$ cat config.mk
export PLATFORM = sky130hd
export DESIGN_NAME = sap1_controller
export DESIGN_NICKNAME = d
export VERILOG_FILES = /design/src/rtl/sap1_pkg.sv /design/src/rtl/sap1_bus_checker.sv /design/src/rtl/sap1_ring_counter.sv /design/src/rtl/sap1_controller.sv
export SDC_FILE = /design/constraint.sdc
export NUM_CORES = 1
export LEC_CHECK = 0
export BUFFER_PORTS_ARGS = -buffer_cell sky130_fd_sc_hd__buf_4
export CORE_MARGIN = 10
export CORE_UTILIZATION = 46
export CTS_CLUSTER_SIZE = 12
export DETAILED_ROUTE_END_ITERATION = 7
export HOLD_SLACK_MARGIN = 0.1
export PLACE_DENSITY = 0.84
export SYNTH_ARGS = -nofsm -noshare
export SYNTH_HDL_FRONTEND = slang
export SYNTH_SLANG_ARGS = --single-unit
$ cat constraint.sdc
create_clock -name clock -period 1.78 [get_ports clock]
set_input_delay 0.178 -clock clock [delete_from_list [all_inputs] [get_ports clock]]
set_output_delay 0.178 -clock clock [all_outputs]
set_load 0.02 [all_outputs]
$ cat src/rtl/sap1_pkg.sv
// Shared constants for the SAP-1 control sequencer: opcodes, one-hot T-state codes,
// control-word bit positions and the all-inactive control word.
package sap1_pkg;

    localparam int OPC_WIDTH = 4;

    localparam logic [3:0] OPC_LDA = 4'h0;
    localparam logic [3:0] OPC_ADD = 4'h1;
    localparam logic [3:0] OPC_SUB = 4'h2;
    localparam logic [3:0] OPC_OUT = 4'hE;
    localparam logic [3:0] OPC_HLT = 4'hF;

    localparam logic [5:0] T_NONE = 6'b000000;
    localparam logic [5:0] T1     = 6'b000001;
    localparam logic [5:0] T2     = 6'b000010;
    localparam logic [5:0] T3     = 6'b000100;
    localparam logic [5:0] T4     = 6'b001000;
    localparam logic [5:0] T5     = 6'b010000;
    localparam logic [5:0] T6     = 6'b100000;

    localparam int CW_WIDTH = 12;
    localparam int CW_CP    = 11;
    localparam int CW_EP    = 10;
    localparam int CW_N_LM  = 9;
    localparam int CW_N_CE  = 8;
    localparam int CW_N_LI  = 7;
    localparam int CW_EI    = 6;
    localparam int CW_N_LA  = 5;
    localparam int CW_EA    = 4;
    localparam int CW_SU    = 3;
    localparam int CW_EU    = 2;
    localparam int CW_N_LB  = 1;
    localparam int CW_N_LO  = 0;

    // Active-low loads/enables sit at 1, everything else at 0.
    localparam logic [CW_WIDTH-1:0] CW_INACTIVE = 12'h3A3;

    // Bus drivers of a control word, normalised to active-high.
    function automatic logic [4:0] bus_drivers(input logic [CW_WIDTH-1:0] cw);
        return {cw[CW_EP], ~cw[CW_N_CE], cw[CW_EI], cw[CW_EA], cw[CW_EU]};
    endfunction

endpackage

$ cat src/rtl/sap1_bus_checker.sv
// Runtime checks for the controller: never more than one bus driver, and a T-state that is
// one-hot or zero.
module sap1_bus_checker
    import sap1_pkg::*;
(
    input  logic                clock,
    input  logic                reset,
    input  logic [CW_WIDTH-1:0] cw,
    input  logic [5:0]          t_state
);

    a_single_bus_driver: assert property (@(posedge clock) disable iff (reset)
        $onehot0(bus_drivers(cw)));

    a_t_state_onehot0: assert property (@(posedge clock) disable iff (reset)
        $onehot0(t_state));

endmodule

$ cat src/rtl/sap1_ring_counter.sv
// One-hot T1..T6 ring with a terminal HALT state; reset parks the ring in T1.
// Outputs read zero while reset is asserted or once halted.
module sap1_ring_counter
    import sap1_pkg::*;
(
    input  logic       clock,
    input  logic       reset,
    input  logic       run,
    input  logic       restart,
    input  logic       halt,
    output logic [5:0] t_state,
    output logic       halted
);

    logic [5:0] t_d;
    logic [5:0] t_q;
    logic       halted_d;
    logic       halted_q;

    // Next-state: advance only when running, jump to T1 on restart, leave the ring on halt.
    always_comb begin
        t_d      = t_q;
        halted_d = halted_q;
        if (halted_q) begin
            t_d = T_NONE;
        end else if (run) begin
            if (halt) begin
                t_d      = T_NONE;
                halted_d = 1'b1;
            end else if (restart) begin
                t_d = T1;
            end else begin
                case (t_q)
                    T1:      t_d = T2;
                    T2:      t_d = T3;
                    T3:      t_d = T4;
                    T4:      t_d = T5;
                    T5:      t_d = T6;
                    T6:      t_d = T1;
                    default: t_d = T1;
                endcase
            end
        end else begin
            t_d = t_q;
        end
    end

    // State register with synchronous reset.
    always_ff @(posedge clock) begin
        if (reset) begin
            t_q      <= T1;
            halted_q <= 1'b0;
        end else begin
            t_q      <= t_d;
            halted_q <= halted_d;
        end
    end

    assign t_state = (reset || halted_q) ? T_NONE : t_q;
    assign halted  = ~reset & halted_q;

endmodule

$ cat src/rtl/sap1_controller.sv
// SAP-1 control sequencer: T-state ring plus Moore decode of (T-state, opcode) into the control word.
// Optional build macro SAP1_EARLY_RETURN_EN returns the ring to T1 right after an instruction's last active T-state.
module sap1_controller
    import sap1_pkg::*;
#(
    parameter int                  OP_WIDTH = OPC_WIDTH,
    parameter logic [OP_WIDTH-1:0] OP_LDA   = OPC_LDA,
    parameter logic [OP_WIDTH-1:0] OP_ADD   = OPC_ADD,
    parameter logic [OP_WIDTH-1:0] OP_SUB   = OPC_SUB,
    parameter logic [OP_WIDTH-1:0] OP_OUT   = OPC_OUT,
    parameter logic [OP_WIDTH-1:0] OP_HLT   = OPC_HLT
) (
    input  logic                clock,
    input  logic                reset,
    input  logic                run,
    input  logic [OP_WIDTH-1:0] opcode,
    output logic                cp,
    output logic                ep,
    output logic                n_lm,
    output logic                n_ce,
    output logic                n_li,
    output logic                ei,
    output logic                n_la,
    output logic                ea,
    output logic                su,
    output logic                eu,
    output logic                n_lb,
    output logic                n_lo,
    output logic [5:0]          t_state,
    output logic                halted
);

    logic [CW_WIDTH-1:0] cw_s;
    logic                restart_s;
    logic                halt_s;
    logic                known_op_s;

    assign known_op_s = (opcode == OP_LDA) || (opcode == OP_ADD) || (opcode == OP_SUB) ||
                        (opcode == OP_OUT) || (opcode == OP_HLT);
    assign halt_s     = (t_state == T4) && (opcode == OP_HLT);

    sap1_ring_counter u_ring (
        .clock   (clock),
        .reset   (reset),
        .run     (run),
        .restart (restart_s),
        .halt    (halt_s),
        .t_state (t_state),
        .halted  (halted)
    );

`ifdef SAP1_EARLY_RETURN_EN
    // Early return: the opcode decides after which T-state the ring goes back to T1.
    always_comb begin
        restart_s = 1'b0;
        case (t_state)
            T3:      restart_s = ~known_op_s;
            T4:      restart_s = (opcode == OP_OUT);
            T5:      restart_s = (opcode == OP_LDA);
            default: restart_s = 1'b0;
        endcase
    end
`else
    // Fixed six T-states per instruction.
    always_comb begin
        restart_s = 1'b0;
    end
`endif

    // Control-word decode; t_state already reads zero in reset and HALT, and run=0 blanks it.
    always_comb begin
        cw_s = CW_INACTIVE;
        if (run) begin
            case (t_state)
                T1: begin
                    cw_s[CW_EP]   = 1'b1;
                    cw_s[CW_N_LM] = 1'b0;
                end
                T2: begin
                    cw_s[CW_CP] = 1'b1;
                end
                T3: begin
                    cw_s[CW_N_CE] = 1'b0;
                    cw_s[CW_N_LI] = 1'b0;
                end
                T4: begin
                    if ((opcode == OP_LDA) || (opcode == OP_ADD) || (opcode == OP_SUB)) begin
                        cw_s[CW_EI]   = 1'b1;
                        cw_s[CW_N_LM] = 1'b0;
                    end else if (opcode == OP_OUT) begin
                        cw_s[CW_EA]   = 1'b1;
                        cw_s[CW_N_LO] = 1'b0;
                    end else begin
                        cw_s = CW_INACTIVE;
                    end
                end
                T5: begin
                    if (opcode == OP_LDA) begin
                        cw_s[CW_N_CE] = 1'b0;
                        cw_s[CW_N_LA] = 1'b0;
                    end else if ((opcode == OP_ADD) || (opcode == OP_SUB)) begin
                        cw_s[CW_N_CE] = 1'b0;
                        cw_s[CW_N_LB] = 1'b0;
                    end else begin
                        cw_s = CW_INACTIVE;
                    end
                end
                T6: begin
                    if ((opcode == OP_ADD) || (opcode == OP_SUB)) begin
                        cw_s[CW_EU]   = 1'b1;
                        cw_s[CW_N_LA] = 1'b0;
                        cw_s[CW_SU]   = (opcode == OP_SUB);
                    end else begin
                        cw_s = CW_INACTIVE;
                    end
                end
                default: cw_s = CW_INACTIVE;
            endcase
        end else begin
            cw_s = CW_INACTIVE;
        end
    end

    assign cp   = cw_s[CW_CP];
    assign ep   = cw_s[CW_EP];
    assign n_lm = cw_s[CW_N_LM];
    assign n_ce = cw_s[CW_N_CE];
    assign n_li = cw_s[CW_N_LI];
    assign ei   = cw_s[CW_EI];
    assign n_la = cw_s[CW_N_LA];
    assign ea   = cw_s[CW_EA];
    assign su   = cw_s[CW_SU];
    assign eu   = cw_s[CW_EU];
    assign n_lb = cw_s[CW_N_LB];
    assign n_lo = cw_s[CW_N_LO];

    sap1_bus_checker u_checker (
        .clock   (clock),
        .reset   (reset),
        .cw      (cw_s),
        .t_state (t_state)
    );

endmodule
==> results of run 1 <==
-- routing by layer --
metal  vias up  global-route usage
li1        367                   -
met1       344              0.1373
met3         8             0.06067
met5         -                   0
met2        57              0.1975
met4         0             0.06040
-- what timing repair did --
item,CTS,global route
pin swaps,4,3
hold buffers,0,0
setup buffers,5,3
endpoints found under the setup margin,5,7
gates cloned,0,0
resized for setup,10,6
-- cell usage in the layout (no fill, tap or decap), types with 2 or more instances in the layout --
master,instances
sky130_fd_sc_hd__buf_4,37
sky130_fd_sc_hd__nor2_1,8
sky130_fd_sc_hd__nand2_1,5
sky130_fd_sc_hd__inv_1,4
sky130_fd_sc_hd__nand3_1,4
sky130_fd_sc_hd__o21ai_0,4
sky130_fd_sc_hd__nor2_4,3
sky130_fd_sc_hd__nor3_1,3
sky130_fd_sc_hd__nand4b_1,3
sky130_fd_sc_hd__clkbuf_4,3
sky130_fd_sc_hd__dfxtp_2,3
sky130_fd_sc_hd__nand2_2,2
sky130_fd_sc_hd__and2_2,2
sky130_fd_sc_hd__nand4_1,2
sky130_fd_sc_hd__or3_4,2
sky130_fd_sc_hd__nand2b_1,2
sky130_fd_sc_hd__xor2_1,2
sky130_fd_sc_hd__nor4b_1,2
sky130_fd_sc_hd__mux2_2,2
sky130_fd_sc_hd__dfxtp_4,2
sky130_fd_sc_hd__dfxtp_1,2
-- critical path, stage by stage, from the launching register on --
cell and delay, ns:
sky130_fd_sc_hd__dfxtp_2 0.35, sky130_fd_sc_hd__nor2_4 0.14, sky130_fd_sc_hd__nand2_2 0.07, sky130_fd_sc_hd__or3_4 0.34
sky130_fd_sc_hd__or3_1 0.33, sky130_fd_sc_hd__buf_6 0.14
-- through the flow --
| stage | TNS (ns) | cell area (um2) | total power [W] | utilization |
|---|---|---|---|---|
| 2_1_floorplan | 0 | 624.3 | 0.0002492 | - |
| 3_3_place_gp | 0 | 823.3 | 0.0002889 | 0.6407 |
| 4_1_cts | 0 | 914.6 | 0.0004540 | 0.7118 |
| 6_report | -0.02872 | 957.2 | 0.0004769 | 0.7449 |
| 5_1_grt | -0.1178 | 957.2 | 0.0004945 | 0.7449 |
| 3_5_place_dp | 0 | 823.3 | 0.0002893 | 0.6407 |
-- worst max path at each step --
| stage | from | cells past startpoint | slack, ns | to |
|---|---|---|---|---|
| global route | u_ring.t_q[1] | 5 | -0.08 | n_lb |
| CTS | u_ring.t_q[1] | 5 | 0.002 | n_lb |
| global placement | u_ring.t_q[1] | 5 | 0.1 | n_lb |
| finish | u_ring.t_q[1] | 5 | -0.03 | n_lb |
| detailed placement | u_ring.t_q[1] | 5 | 0.06 | n_lb |
| floorplan | u_ring.t_q[3] | 5 | 0.16 | n_lb |
-- where the power goes --
part	switching (W)	internal (W)	total [W]	leakage (nW)
combinational	0.0000768	0.0000717	0.000148	0.349
sequential	0.00000913	0.000161	0.000170	0.0591
clock	0.0000719	0.0000864	0.000158	0.0150
-- flip-flops by register name, indices dropped and copies added, names as in the netlist --
register and flops:
u_ring.halted_q 1, u_ring.t_q 6
-- area by class of cell --
class,count,area share
multi-input combinational,65,0.4732
timing repair buffer,38,0.3020
sequential,7,0.1582
clock buffer,4,0.02745
inverter,5,0.01961
tap,15,0.01961
-- logic make-up (layout without fill, tap and decap cells) --
family	count (synthesis)	after routing	synth area share
AOI/OAI and AO/OA	11	11	0.1142
and+or+nand+nor	49	49	0.4790
DFF	7	7	0.2244
muxes	3	3	0.05210
buffers and inverters	10	47	0.1022
xor gates and xnor gates	2	2	0.02806
==> Implementation_results.wiki, run 1 <==
{| class="wikitable"
! Metric !! Value
|-
| Netlist area before placement || 624.3 um2
|-
| Global-route congestion overflow total || 0
|-
| Peak fanout along the critical path || 5
|-
| Post-DR vias/cell || slightly below 6
|-
| Kind of end point of the critical path || output pin
|-
| Sequential cell area fraction in the yosys report || 0.2244
|-
| Violation count after the first detailed-routing iteration || a little over 50
|-
| Met1 routed wirelength after detailed routing || 871 um
|-
| Actual transition at the worst max-transition pin || 0.2982 ns
|-
| Wire length of the first global-routing pass || approximately 3300 um
|-
| Share of async-settable or async-resettable flops after synthesis || 0
|-
| Path depth of the worst reg2reg path || 4
|-
| Post-route ant nets || 0
|-
| Worst min path class || in -> reg
|-
| Top cell type by total area after synthesis || sky130_fd_sc_hd__dfxtp_1
|-
| Critical path class || reg -> out
|-
| Insertion delay of the later-clocked pin in the worst-skew pair || 0.27 ns
|-
| Number of buffers added on ports || 25
|-
| Number of remaining DRC errors || 0
|-
| Tightest hold margin || 0.1619 ns
|-
| Boundary pin count || 26
|-
| H-tree level count || 1
|-
| Area of the multi-input gates || 452.9 um2
|-
| Total die area || about 3200 um2
|-
| Chip width || 56.84 um
|-
| Final-report setup violation count || 1
|-
| Number of global-route vias before repair || 714
|-
| Result of the run || finished, violations left
|-
| Detail Placement HPWL || 1422 um
|-
| Sink count of the clock tree || 7
|-
| Minimum setup slack after placement || 0.06425 ns
|-
| Root buffer cell || sky130_fd_sc_hd__clkbuf_4
|-
| Tightest slew margin relative to the limit || 0.7986
|-
| Arrival time of the worst setup path || 1.63 ns
|-
| Cell Rows || 13
|-
| Routed wire per std cell || roughly 17 um
|-
| Dominant synthesized flop cell || sky130_fd_sc_hd__dfxtp_1
|-
| Maximum buffer depth of the clock tree || 2
|-
| Net count after synthesis || 89
|-
| Area growth from synthesis to final layout || 53.31%
|-
| Number of synthesized flops with an enable pin || 0
|-
| Hold endpoint || u_ring.halted_q
|-
| Yosys warning total || 0
|-
| Most numerous cell types in the synthesized netlist || sky130_fd_sc_hd__nor2_1 (11), sky130_fd_sc_hd__dfxtp_1 (7), sky130_fd_sc_hd__nand2_1 (5)
|-
| Flop-to-flop setup slack || approximately 0.32 ns
|-
| Ratio of final minimum period to clock period || 1.016
|-
| TritonCTS Buffers || 3
|-
| Register Area || about 150 um2
|-
| Reg-to-reg critical path endpoint || u_ring.t_q[0]
|-
| Sum of met2 wire segment lengths after detailed routing || around 1100 um
|-
| TritonCTS clock tree || yes
|-
| Max Clock Freq || 0.5529 GHz
|-
| Worst flop-to-flop path startpoint || u_ring.t_q[3]
|-
| Final Net Count || 127
|-
| Mean instance size in the synthesized netlist || 7.614 um2
|-
| Max-cap check violation count || 0
|-
| Highest routed metal layer || met4
|-
| Synthesized netlist cell count || ~80
|-
| Least setup slack across all paths after layout || -0.02872 ns
|-
| Global-route usage over all layers || 0.1256
|-
| Core footprint || between 1000 and 1500 um2
|-
| Clk slew on worst S/H paths || about 0.050 ns
|-
| Dpl cells || ~120
|-
| Effective utilization at floorplan || 0.4859
|-
| Hold Crit Depth || 2
|-
| Cell with the most instances after synthesis || sky130_fd_sc_hd__nor2_1
|-
| Met3 layer wire length in the routed design || roughly 270 um
|-
| Pleak || approximately 0.42 nW
|-
| Required time at the endpoint of the critical path || about 1.6 ns
|-
| Initial antenna violation count || 0
|-
| Violated checks || setup timing
|-
| Post-route insts no fill || 134
|-
| Area share of the largest cell type after synthesis || 0.2244
|-
| Final Skew || between 0.01 and 0.015 ns
|-
| Filler Cells Inserted || 76
|-
| Unrepaired setup endpoints after global routing || yes
|-
| Seq cells post-synth || 7
|-
| Pins over their slew limit || 0
|-
| Power per standard cell area || about 500 nW/um2
|-
| Hold Path Origin || reset
|-
| Antenna diode instance count || 0
|-
| Peak VDD IR || 0.3211 mV
|-
| Final Hold Violating Endpoints || 0
|-
| Global placer's final weighted congestion || ~0.93
|-
| Element type at the critical path start || register
|-
| Count of different cell masters after synthesis || 37
|-
| Number of iterations in the first detailed-routing pass || 4
|-
| Total length of routed wires || 2232 um
|-
| Top post-synthesis cells by area || sky130_fd_sc_hd__dfxtp_1 (22%), sky130_fd_sc_hd__nor2_1 (6.6%), sky130_fd_sc_hd__buf_6 (5.4%), sky130_fd_sc_hd__nand4b_1 (4.2%), sky130_fd_sc_hd__nor4b_1 (4.2%)
|-
| Layout cell share with drive strength beyond 1 || 0.5462
|-
| Time the final worst path needs with I/O delays and setup || approximately 1.8 ns
|-
| Chip height || approximately 57 um
|-
| Pin count of the biggest net entering global routing || 15
|-
| Via count || between 700 and 800
|}
Power figures use the tool's default switching activity.
==> run 2, diff against run 1 <==
Settings changed: SLEW_MARGIN from default to 10.
Clock period 1.78 ns to 1.92 ns, I/O delays scaled along.
==> Implementation_results.wiki, run 2 (same netlist as run 1, synthesis figures left out) <==
{| class="wikitable"
! Metric !! Value
|-
| Detail Placement HPWL || roughly 1400 um
|-
| Power per standard cell area || between 400 and 500 nW/um2
|-
| Max Clock Freq || between 0.5 and 0.6 GHz
|-
| Global route hottest layer || met2
|-
| Root buffer cell || sky130_fd_sc_hd__clkbuf_4
|-
| Global placer's final weighted congestion || ~0.94
|-
| Peak fanout along the critical path || 9
|-
| TritonCTS Buffers || 3
|-
| Core footprint || roughly 1300 um2
|-
| Pwr Total || about 0.00042 W
|-
| Number of flip-flops in the largest register || 6
|-
| Kind of end point of the critical path || output pin
|-
| Pleak || between 0.3 and 0.4 nW
|-
| Number of buffers added on ports || 25
|-
| Hold-fix buffers at CTS || 0
|-
| Met2 usage || 0.1850
|-
| Via count || 738
|-
| Number of remaining DRC errors || 0
|-
| Global-route congestion overflow total || 0
|-
| Final-report setup violation count || 0
|-
| Clk slew on worst S/H paths || ~0.06 ns
|-
| Peak VDD IR || 0.3543 mV
|-
| Slowest stage cell, crit path || sky130_fd_sc_hd__or3_1
|-
| Most frequent cells in the layout || sky130_fd_sc_hd__buf_4 (30), sky130_fd_sc_hd__nor2_1 (9), sky130_fd_sc_hd__nand2_1 (5)
|-
| Post-DR vias/cell || 5.857
|-
| Total die area || ~3200 um2
|-
| Antenna diode instance count || 0
|-
| Pin count of the biggest net entering global routing || 15
|-
| TritonCTS clock tree || yes
|-
| Largest stage delay on the critical path || between 0.4 and 0.5 ns
|-
| Global-route usage over all layers || 0.1154
|-
| Routed wire per std cell || approximately 16 um
|-
| Maximum buffer depth of the clock tree || 2
|-
| Boundary pin count || 26
|-
| Required time at the endpoint of the critical path || around 1.7 ns
|-
| Effective utilization at floorplan || 0.4859
|-
| Actual transition at the worst max-transition pin || 0.4183 ns
|-
| Chip height || 56.84 um
|-
| Violation count after the first detailed-routing iteration || a little under 50
|-
| Post-route ant nets || 0
|-
| Wire length of the first global-routing pass || around 3100 um
|-
| Arrival time of the worst setup path || 1.68 ns
|-
| Final Net Count || about 120
|-
| Flop-to-flop setup slack || approximately 0.46 ns
|-
| Leading cell type in the layout, fill and taps excluded || sky130_fd_sc_hd__buf_4
|-
| Element type at the critical path start || register
|-
| Post-Layout Inst Area || about 890 um2
|-
| Minimum setup slack after placement || between 0.15 and 0.2 ns
|-
| Total length of routed wires || a little over 2000 um
|-
| H-tree level count || 1
|-
| Layout cell share with drive strength beyond 1 || 0.4865
|-
| Tightest hold margin || ~0.17 ns
|-
| Final Skew || 0.006995 ns
|-
| Largest register by flop count || u_ring.t_q
|-
| Insertion delay of the later-clocked pin in the worst-skew pair || approximately 0.26 ns
|-
| Cell Rows || 13
|-
| Initial antenna violation count || 0
|-
| Chip width || roughly 57 um
|-
| Filler Cells Inserted || 104
|-
| Number of iterations in the first detailed-routing pass || 4
|-
| Family with the most delay on the worst path || simple AND/OR/NAND/NOR gates
|-
| Ratio of final minimum period to clock period || 0.9739
|-
| Biggest registers after layout || u_ring.t_q (6), u_ring.halted_q (1)
|-
| Result of the run || finished clean
|-
| Met3 capacity usage during global routing || 0.03146
|-
| Instance area at placement || 793.3 um2
|-
| Pins over their slew limit || 0
|-
| Least setup slack across all paths after layout || roughly 0.050 ns
|-
| Area growth from synthesis to final layout || 41.88%
|-
| Critical path class || reg -> out
|-
| Time the final worst path needs with I/O delays and setup || between 1.5 and 2 ns
|-
| Final Hold Violating Endpoints || 0
|-
| Worst min path class || in -> reg
|-
| Sink count of the clock tree || 7
|-
| Met1 Track Usage GR || 0.1373
|-
| Ordered list of cells on the worst path || nor3_4, nand4_1, or3_1, inv_2, buf_4
|-
| Max-cap check violation count || 0
|-
| Tightest slew margin relative to the limit || 0.7172
|-
| Number of global-route vias before repair || between 600 and 700
|-
| Bufs and invs on worst path || 2
|}
[run 2: cell type report]
class	instances	area, um2	share of cell area
multi-input combinational	65	441.7	0.4986
tap	15	18.77	0.02119
sequential	7	155.1	0.1751
inverter	5	18.77	0.02119
clock buffer	4	26.28	0.02966
timing repair buffer	30	225.2	0.2542
[run 2: final timing paths]
check,start,endpoint,cells past startpoint
max,u_ring.t_q[4],ea,5
min,reset,u_ring.t_q[1],2
max reg2reg,u_ring.t_q[3],u_ring.t_q[0],5
min reg2reg,u_ring.halted_q,u_ring.t_q[1],2
[run 2: stage by stage]
step           setup TNS, ns  utilization  std cells
6_report                   0       0.6894        126
3_5_place_dp               0       0.6173        118
5_1_grt             -0.05011       0.6894        126
2_1_floorplan              0            -         82
3_3_place_gp               0       0.6173        118
4_1_cts                    0       0.6602        124
[run 2: timing repair]
action                     CTS  global route
pin swaps                    2             2
resized for setup            6             8
setup endpoints to repair    3             3
buffers inserted             2             2
[run 2: power by group]
group / internal, W / leakage [nW] / switching, W
combinational: 0.0000529 / 0.310 / 0.0000584
clock: 0.0000799 / 0.0150 / 0.0000636
sequential: 0.000149 / 0.0599 / 0.0000137
[run 2: per-layer routing]
layer  wire length (um)  vias to the layer above
met1                823                      339
met3                188                        7
li1                   -                      351
met2                972                       41
met5                  0                        -
met4                 34                        0
